File: config.mk
export PLATFORM = sky130hd
export DESIGN_NAME = bus_tgt
export DESIGN_NICKNAME = d
export VERILOG_FILES = /design/src/rtl/bus_pkg.sv /design/src/rtl/bus_tm_decode.sv /design/src/rtl/bus_tgt.sv
export SDC_FILE = /design/constraint.sdc
export NUM_CORES = 1
export LEC_CHECK = 0
export ABC_AREA = 1
export BUFFER_PORTS_ARGS = -buffer_cell sky130_fd_sc_hd__buf_2
export CAP_MARGIN = 20
export CELL_PAD_IN_SITES_DETAIL_PLACEMENT = 1
export CELL_PAD_IN_SITES_GLOBAL_PLACEMENT = 1
export CORE_MARGIN = 2
export CORE_UTILIZATION = 39
export CTS_BUF_LIST = sky130_fd_sc_hd__clkbuf_4 sky130_fd_sc_hd__clkbuf_8
export DETAILED_ROUTE_END_ITERATION = 7
export PLACE_DENSITY = 0.85
export SETUP_SLACK_MARGIN = 0.4
export SLEW_MARGIN = 10
export SYNTH_ARGS = -nofsm -noshare
export SYNTH_HDL_FRONTEND = slang
export SYNTH_SLANG_ARGS = --single-unit
File: constraint.sdc
create_clock -name clk -period 3.5 [get_ports clk]
set_clock_uncertainty 0.15 [all_clocks]
set_input_delay 0.7 -clock clk [delete_from_list [all_inputs] [get_ports clk]]
set_output_delay 0.7 -clock clk [all_outputs]
set_load 0.02 [all_outputs]
File: src/rtl/bus_pkg.sv
// Shared encodings for the bus target: transfer-mode codes, byte strobes and FSM states.
package bus_pkg;

    // {tm1n, tm0n, ad[1:0]} address-phase codes
    localparam logic [3:0] RD_W  = 4'b1100;
    localparam logic [3:0] WR_W  = 4'b0100;
    localparam logic [3:0] WR_H0 = 4'b0101;
    localparam logic [3:0] WR_H1 = 4'b0111;
    localparam logic [3:0] WR_B0 = 4'b0000;
    localparam logic [3:0] WR_B1 = 4'b0001;
    localparam logic [3:0] WR_B2 = 4'b0010;
    localparam logic [3:0] WR_B3 = 4'b0011;

    localparam logic [3:0] WSTRB_NONE = 4'b0000;
    localparam logic [3:0] WSTRB_W    = 4'b1111;
    localparam logic [3:0] WSTRB_H0   = 4'b0011;
    localparam logic [3:0] WSTRB_H1   = 4'b1100;
    localparam logic [3:0] WSTRB_B0   = 4'b0001;
    localparam logic [3:0] WSTRB_B1   = 4'b0010;
    localparam logic [3:0] WSTRB_B2   = 4'b0100;
    localparam logic [3:0] WSTRB_B3   = 4'b1000;

    typedef enum logic [2:0] {
        IDLE  = 3'd0,
        WDATA = 3'd1,
        REQ   = 3'd2,
        RESP  = 3'd3,
        ERR   = 3'd4
    } state_t;

endpackage

File: src/rtl/bus_tm_decode.sv
// Combinational decode of the address-phase transfer mode into direction and byte strobes.
module bus_tm_decode
    import bus_pkg::*;
(
    input  logic       i_tm1n,
    input  logic       i_tm0n,
    input  logic [1:0] i_ad_lo,
    input  logic       i_error,
    output logic       o_we,
    output logic [3:0] o_wstrb,
    output logic       o_illegal
);

    logic [3:0] w_code;

    assign w_code = {i_tm1n, i_tm0n, i_ad_lo};

    always_comb begin
        o_we      = 1'b0;
        o_wstrb   = WSTRB_NONE;
        o_illegal = 1'b0;
        case (w_code)
            RD_W:    ;
            WR_W:    begin o_we = 1'b1; o_wstrb = WSTRB_W;  end
            WR_H0:   begin o_we = 1'b1; o_wstrb = WSTRB_H0; end
            WR_H1:   begin o_we = 1'b1; o_wstrb = WSTRB_H1; end
            WR_B0:   begin o_we = 1'b1; o_wstrb = WSTRB_B0; end
            WR_B1:   begin o_we = 1'b1; o_wstrb = WSTRB_B1; end
            WR_B2:   begin o_we = 1'b1; o_wstrb = WSTRB_B2; end
            WR_B3:   begin o_we = 1'b1; o_wstrb = WSTRB_B3; end
            default: o_illegal = 1'b1;
        endcase
        if (i_error) begin
            o_illegal = 1'b1;
        end
        if (o_illegal) begin
            o_we    = 1'b0;
            o_wstrb = WSTRB_NONE;
        end
    end

endmodule

File: src/rtl/bus_tgt.sv
// Bus target: decodes a multiplexed address/data cycle, performs one local access and
// returns a one-cycle active-low ready with optional error.
module bus_tgt
    import bus_pkg::*;
#(
    parameter logic [31:0] BASE_ADDR = 32'h0000_0000,
    parameter logic [31:0] ADDR_MASK = 32'hFFFF_0000,
    parameter int unsigned TIMEOUT   = 16
) (
    input  logic        clk,
    input  logic        rstn,
    input  logic        bus_adrcyn,
    input  logic [31:0] bus_ad_i,
    input  logic        bus_tm1n,
    input  logic        bus_tm0n,
    input  logic        bus_error,
    output logic [31:0] bus_ad_o,
    output logic        bus_ad_oe,
    output logic        bus_rdyn,
    output logic        bus_err_o,
    output logic        loc_req,
    output logic        loc_we,
    output logic [29:0] loc_addr,
    output logic [3:0]  loc_wstrb,
    output logic [31:0] loc_wdata,
    input  logic        loc_ack,
    input  logic [31:0] loc_rdata,
    output logic        proto_err
);

    localparam int unsigned CW = $clog2(TIMEOUT);

    state_t        r_state, w_next;
    logic [CW-1:0] r_cnt;
    logic [31:0]   r_ad_o, r_wdata;
    logic [29:0]   r_addr;
    logic [3:0]    r_wstrb;
    logic          r_ad_oe, r_rdyn, r_err_o, r_req, r_we, r_proto;
    logic          w_we, w_illegal, w_hit, w_accept, w_tmo;
    logic [3:0]    w_wstrb;
    logic          w_req, w_rdyn, w_err_o, w_ad_oe;

    bus_tm_decode u_dec (
        .i_tm1n    (bus_tm1n),
        .i_tm0n    (bus_tm0n),
        .i_ad_lo   (bus_ad_i[1:0]),
        .i_error   (bus_error),
        .o_we      (w_we),
        .o_wstrb   (w_wstrb),
        .o_illegal (w_illegal)
    );

    assign w_hit    = ((bus_ad_i & ADDR_MASK) == BASE_ADDR);
    assign w_accept = (r_state == IDLE) && !bus_adrcyn && w_hit;
    assign w_tmo    = (r_cnt == CW'(TIMEOUT - 1));

    always_ff @(posedge clk or negedge rstn) begin
        if (!rstn) begin
            r_state <= IDLE;
        end else begin
            r_state <= w_next;
        end
    end

    always_comb begin
        w_next = r_state;
        case (r_state)
            IDLE: begin
                if (w_accept) begin
                    if (w_illegal)  w_next = ERR;
                    else if (w_we)  w_next = WDATA;
                    else            w_next = REQ;
                end
            end
            WDATA:   if (bus_adrcyn) w_next = REQ;
            REQ: begin
                if (loc_ack)    w_next = RESP;
                else if (w_tmo) w_next = ERR;
            end
            RESP:    w_next = IDLE;
            ERR:     w_next = IDLE;
            default: w_next = IDLE;
        endcase
    end

    // Outputs are computed from the next state so they register in step with it
    always_comb begin
        w_req   = (w_next == REQ);
        w_rdyn  = !((w_next == RESP) || (w_next == ERR));
        w_err_o = (w_next == ERR);
        w_ad_oe = (w_next == RESP) && !r_we;
    end

    always_ff @(posedge clk or negedge rstn) begin
        if (!rstn) begin
            r_req   <= 1'b0;
            r_rdyn  <= 1'b1;
            r_err_o <= 1'b0;
            r_ad_oe <= 1'b0;
            r_ad_o  <= '0;
            r_addr  <= '0;
            r_we    <= 1'b0;
            r_wstrb <= '0;
            r_wdata <= '0;
            r_cnt   <= '0;
            r_proto <= 1'b0;
        end else begin
            r_req   <= w_req;
            r_rdyn  <= w_rdyn;
            r_err_o <= w_err_o;
            r_ad_oe <= w_ad_oe;
            if (w_accept) begin
                r_addr  <= bus_ad_i[31:2];
                r_we    <= w_we;
                r_wstrb <= w_wstrb;
            end
            if ((r_state == WDATA) && bus_adrcyn) begin
                r_wdata <= bus_ad_i;
            end
            if ((r_state == REQ) && loc_ack && !r_we) begin
                r_ad_o <= loc_rdata;
            end
            // Held at zero outside REQ, so every entry into REQ starts from zero
            if (r_state != REQ) begin
                r_cnt <= '0;
            end else if (!w_tmo) begin
                r_cnt <= r_cnt + 1'b1;
            end
            if ((r_state != IDLE) && !bus_adrcyn) begin
                r_proto <= 1'b1;
            end
        end
    end

    assign bus_ad_o  = r_ad_o;
    assign bus_ad_oe = r_ad_oe;
    assign bus_rdyn  = r_rdyn;
    assign bus_err_o = r_err_o;
    assign loc_req   = r_req;
    assign loc_we    = r_we;
    assign loc_addr  = r_addr;
    assign loc_wstrb = r_wstrb;
    assign loc_wdata = r_wdata;
    assign proto_err = r_proto;

endmodule

### Yosys cells after proc, flatten, opt, wreduce, memory -nomap -nowiden

Cells that the tools add are included.

* add/sub/neg operators: 1
* equality and inequality tests: 15
* mux-type cells: 15
* reductions and logical operators: 17

Operators by type and width (number)
* 32-bit zero test: 1
* 4-bit case mux with 7 select lines: 1
* 3-bit two-way mux: 5
* 4-bit by 3-bit == test with 1-bit output (second input constant): 3
* 4-bit two-way mux: 3
* 3-bit by 2-bit == test with 1-bit output (second input constant): 3
* 3-bit case mux with 3 select lines: 1
* 4-bit by 2-bit == test with 1-bit output (second input constant): 2
* 4-bit == test (second input constant): 2
* 8-bit OR reduction: 1
* 1-bit logical AND: 7
* 7-bit OR reduction: 1
* 4-bit by 1-bit adder with 4-bit output (second input constant): 1
* 4-bit by 1-bit == test with 1-bit output (second input constant): 1
* 4-bit zero test: 1
* 1-bit two-way mux: 4
* 3-bit by 1-bit == test with 1-bit output (second input constant): 1
* 3-bit == test (second input constant): 1
* 1-bit zero test: 3
* 3-bit zero test: 1
* 3-bit by 2-bit inequality test with 1-bit output (second input constant): 1
* 3-bit nonzero test: 1
* 2-bit two-way mux: 1
* 2-bit by 1-bit inequality test with 1-bit output (second input constant): 1
* 1-bit logical OR: 1

* bits in registers: 111
* input bits: 71
* word-level logic and storage cells: 60

### Longest topological paths before layout

* depth after elaboration: 12
* depth in mapped cells: 8

### Modules after synthesis

A second synthesis with hierarchy kept.

* cell total of the unflattened synthesis: 448
* area, all modules: 4337.9 um2

By module, submodules not included
* bus_tgt: instances 1, cells each 425, area each 4222.8 um2, seq. area each 2778.9 um2
* bus_tm_decode: instances 1, cells each 23, area each 115.1 um2, seq. area each 0.0 um2

### Worst setup path after synthesis

OpenSTA, ideal clock, no wires.

* path type: input-to-reg
* start point: input bus_ad_i[20]
* end point: register r_addr[19], in the netlist loc_addr[19]
* data arrival time: 1489 ps
* data required time: 3238 ps
* path slack: 1749 ps
* cell stages on the path: 8
* buffers on the path: 2
* cell sequence: nor2_1 > nand2_1 > nor2_1 > nand3_2 > buf_6 > buf_6 > nand2_2 > inv_2

* cells in the longest elaborated chain, start to end: 2

RTL lines
* from (decl): line bus_tgt.sv:13 `input logic [31:0] bus_ad_i,`
* 32-bit zero test: line bus_tgt.sv:53 `assign w_hit = ((bus_ad_i & ADDR_MASK) == BASE_ADDR);`
* 1-bit logical AND: line bus_tgt.sv:54 `assign w_accept = (r_state == IDLE) && !bus_adrcyn && w_hit;`
* to (signal assigned): line bus_tgt.sv:113 `r_addr <= bus_ad_i[31:2];`
* to (decl): line bus_tgt.sv:36 `logic [29:0] r_addr;`

No other way between the ends.
A chain may end at the register's enable or synchronous reset.

### Worst setup path after layout

* start point: register r_state[0]
* end point: register r_ad_o[3], in the netlist bus_ad_o[3]

* cells in the longest elaborated chain, start to end: 3

RTL lines
* from (decl): line bus_tgt.sv:33 `state_t r_state, w_next;`
* from (signal assigned): line bus_tgt.sv:61 `r_state <= w_next;`
* 3-bit by 2-bit == test with 1-bit output: line bus_tgt.sv:120 `if ((r_state == REQ) && loc_ack && !r_we) begin`
* 1-bit logical AND (2 in series): line bus_tgt.sv:120
* to (signal assigned): line bus_tgt.sv:121 `r_ad_o <= loc_rdata;`
* to (decl): line bus_tgt.sv:35 `logic [31:0] r_ad_o, r_wdata;`

No other way between the ends.

==> flow_metrics.env <==
export IMPL_ctsHoldBuffers=0
export IMPL_number_of_levels_the_h_tree_was_split_into=3
export IMPL_maximum_number_of_pins_on_one_net_before_global_route_repair=62
export IMPL_cts_repair_resized=0
export IMPL_ir_drop_mv=0.287
export IMPL_area_delta_synth_final_pct=27.2
export IMPL_fp_dieH_um=109
export IMPL_hpwl_um=8650
export IMPL_layout_worst_path_cycle_share_pct=64.8
export IMPL_report_final_slew_viol_count=0
export IMPL_synth_cells=447
export IMPL_cp_arrival_ns=2.42
export IMPL_clockRootBuffer="clkbuf_8"
export IMPL_regToRegEndpoint="bus_ad_o[3]$_DFFE_PN0P_"
export IMPL_criticalPathCategory="flop to flop"
export IMPL_post_cts_setup_buffers=0
export IMPL_routed_via_density=4.71
export IMPL_most_common_cell_after_layout_fill_and_taps_aside="buf_2"
export IMPL_port_buffers=174
export IMPL_clock_insertion_delay_worst_skew_ns=0.36
export IMPL_postRouteAntennaNets=0
export IMPL_worstRegToRegCells=7
export IMPL_n_antenna_cell=0
export IMPL_layout_filler_cells=1344
export IMPL_grt_setup_unrepaired="false"
export IMPL_grt_remaining_overflow=0
export IMPL_first_pass_iters=4
export IMPL_drc_errors=0
export IMPL_gp_congestion=0.781
export IMPL_first_global_vias=3832
export IMPL_core_region_area_um2=10800
export IMPL_detailedRoute_firstIterationViolations=160
export IMPL_synth_fp_nets=519
export IMPL_reg2reg_from="r_state[0]$_DFF_PN0_"
export IMPL_fin_nets=691
export IMPL_synth_cell_type_count=28
export IMPL_dr_total_vias=3594
export IMPL_tritoncts_num_sinks=111
export IMPL_syn_mean_instance_area_um2=9.70
export IMPL_placed_cells=748
export IMPL_antenna_found_initial=0
export IMPL_ys_seq_area_share_pct=64.1
export IMPL_p_per_area_nw_per_um2=578
export IMPL_routed_wl_um=11500
export IMPL_cp_end_kind="flop"
export IMPL_total_power_uw=3190
export IMPL_postPlaceCellArea_um2=5320
export IMPL_setup_violation_total_in_the_final_timing_report=0
export IMPL_cellLeakagePower_uw=0.00333
export IMPL_grt_util_all_layers_pct=19.8
export IMPL_starting_utilization_of_the_core_area_pct=40.0
export IMPL_fmaxAchievable_ghz=0.441
export IMPL_die_width_um=109
export IMPL_clock_tree_from_tritoncts="built"
export IMPL_wire_length_of_the_first_global_routing_pass_um=18300
export IMPL_worst_slew_pin_slew_ns=0.681
export IMPL_cts_buffers_inserted=9
export IMPL_multi_input_comb_area_um2=1270
export IMPL_status="finished clean"
export IMPL_setup_tns_ns=0
export IMPL_layout_drive_gt1_share_pct=37.6
export IMPL_rows=38
export IMPL_cts_clk_slew_worst_paths_ns=0.10
export IMPL_clock_path_buffers=2
export IMPL_cap_violations=0
export IMPL_synth_seq_cells=111
export IMPL_detail_route_wl_per_cell_um=15.1
export IMPL_regArea_um2=2780
export IMPL_hold_path_class="input pin to asynchronous set/reset pin"
export IMPL_floorplan_die_area_um2=12000
export IMPL_post_route_cell_area_um2=5520
export IMPL_report_final_hold_viol_count=0
export IMPL_critPathLaunchType="flop"
export IMPL_timing_max_slew_rel_slack_pct=54.6
export IMPL_finalNonFillerCells=763
export IMPL_worst_endpoint_required_ns=3.65
export IMPL_yosys_warnings=0
export IMPL_period_minus_slack_ns=2.27
export IMPL_final_cell_mix="173 x buf_2, 156 x nand2_1, 110 x dfrtp_1"
export IMPL_critical_path_max_fanout=33
export IMPL_synth_area_um2=4340
export IMPL_worst_r2r_setup_slack_ns=1.23
export IMPL_final_util_pct=50.9
export IMPL_design_portCount=175
-- per-layer routing --
| layer | part of all wire [%] | track usage, % | up-vias |
|---|---|---|---|
| met5 | 0 | 0 | - |
| met4 | 2.3 | 7.32 | 0 |
| met3 | 5.9 | 5.57 | 22 |
| met2 | 53 | 34.5 | 104 |
| met1 | 39 | 23.1 | 1756 |
| li1 | - | - | 1712 |
-- cell families after synthesis --
kind of cell / after synthesis / synth area share, %
adder cells (fa/ha/maj): 1 / 0.289
XOR/XNOR: 2 / 0.404
flip-flops: 111 / 64.1
AND/OR/NAND/NOR: 202 / 19.3
buffers and inverters: 66 / 6.61
AO/OA/AOI/OAI: 54 / 6.46
multiplexers: 11 / 2.86
-- cells in the mapped netlist, drive strengths merged --
cell    count  share of area [%]
a211o       1               0.20
a21o        1               0.17
a21oi       5               0.58
a31oi       1               0.14
buf         9                1.6
clkbuf      7               0.63
dfrtp     110                 63
dfstp       1               0.61
ha          1               0.29
inv        50                4.3
mux2       11                2.9
nand2     169                 15
nand3      10                1.4
nand4       1               0.14
nor2       22                2.4
o211ai      1               0.17
o21ai      45                5.2
xnor2       1               0.20
xor2        1               0.20
-- sequential cells by signal, summed over array words and instances, names as in the netlist --
register,cells
bus_ad_o,32
loc_wdata,32
loc_addr,30
loc_wstrb,4
r_cnt,4
r_state,3
bus_ad_oe,1
bus_err_o,1
bus_rdyn,1
loc_req,1
loc_we,1
proto_err,1
-- where the power goes --
part	leakage, µW	switching (µW)	internal, µW
Combinational	0.00174	531	296
Clock	0.000103	411	364
Sequential	0.00148	107	1480
-- final cells by class --
type | instances | share of cell area [%]
flip-flops and latches | 111 | 50.4
multi-input cells | 270 | 23.0
repair buffers | 177 | 16.5
inverters | 50 | 3.40
well taps | 140 | 3.18
clock buffers | 12 | 2.77
clock inverters | 3 | 0.794
-- per-stage QoR --
stage | setup WS [ns] | hold slack [ns]
detailed placement | 0.937 | 0.305
finish | 1.23 | 0.213
global placement | 1.06 | 0.297
floorplan | 1.75 | 0.254
CTS | 1.18 | 0.232
global route | 0.980 | 0.244
-- how the worst max path moves through the flow --
stage	cells past startpoint	to	slack [ns]	start
finish	7	bus_ad_o[3]$_DFFE_PN0P_	1.23	r_state[0]$_DFF_PN0_
global placement	8	loc_addr[2]$_DFFE_PN0N_	1.06	bus_adrcyn
CTS	7	bus_ad_o[3]$_DFFE_PN0P_	1.18	r_state[0]$_DFF_PN0_
global route	7	bus_ad_o[29]$_DFFE_PN0P_	0.98	r_state[0]$_DFF_PN0_
detailed placement	8	loc_addr[9]$_DFFE_PN0N_	0.94	bus_adrcyn
floorplan	8	loc_addr[19]$_DFFE_PN0N_	1.75	bus_ad_i[20]
-- critical path: stages (launching register included) --
cell and delay, ns:
dfrtp_1 0.45, nor2_4 0.15, nand2_2 0.11, nor2_2 0.14
nand2_2 0.39, inv_2 0.58, nand2_1 0.13, nand2_1 0.09
(Power assumes the default switching activity.)
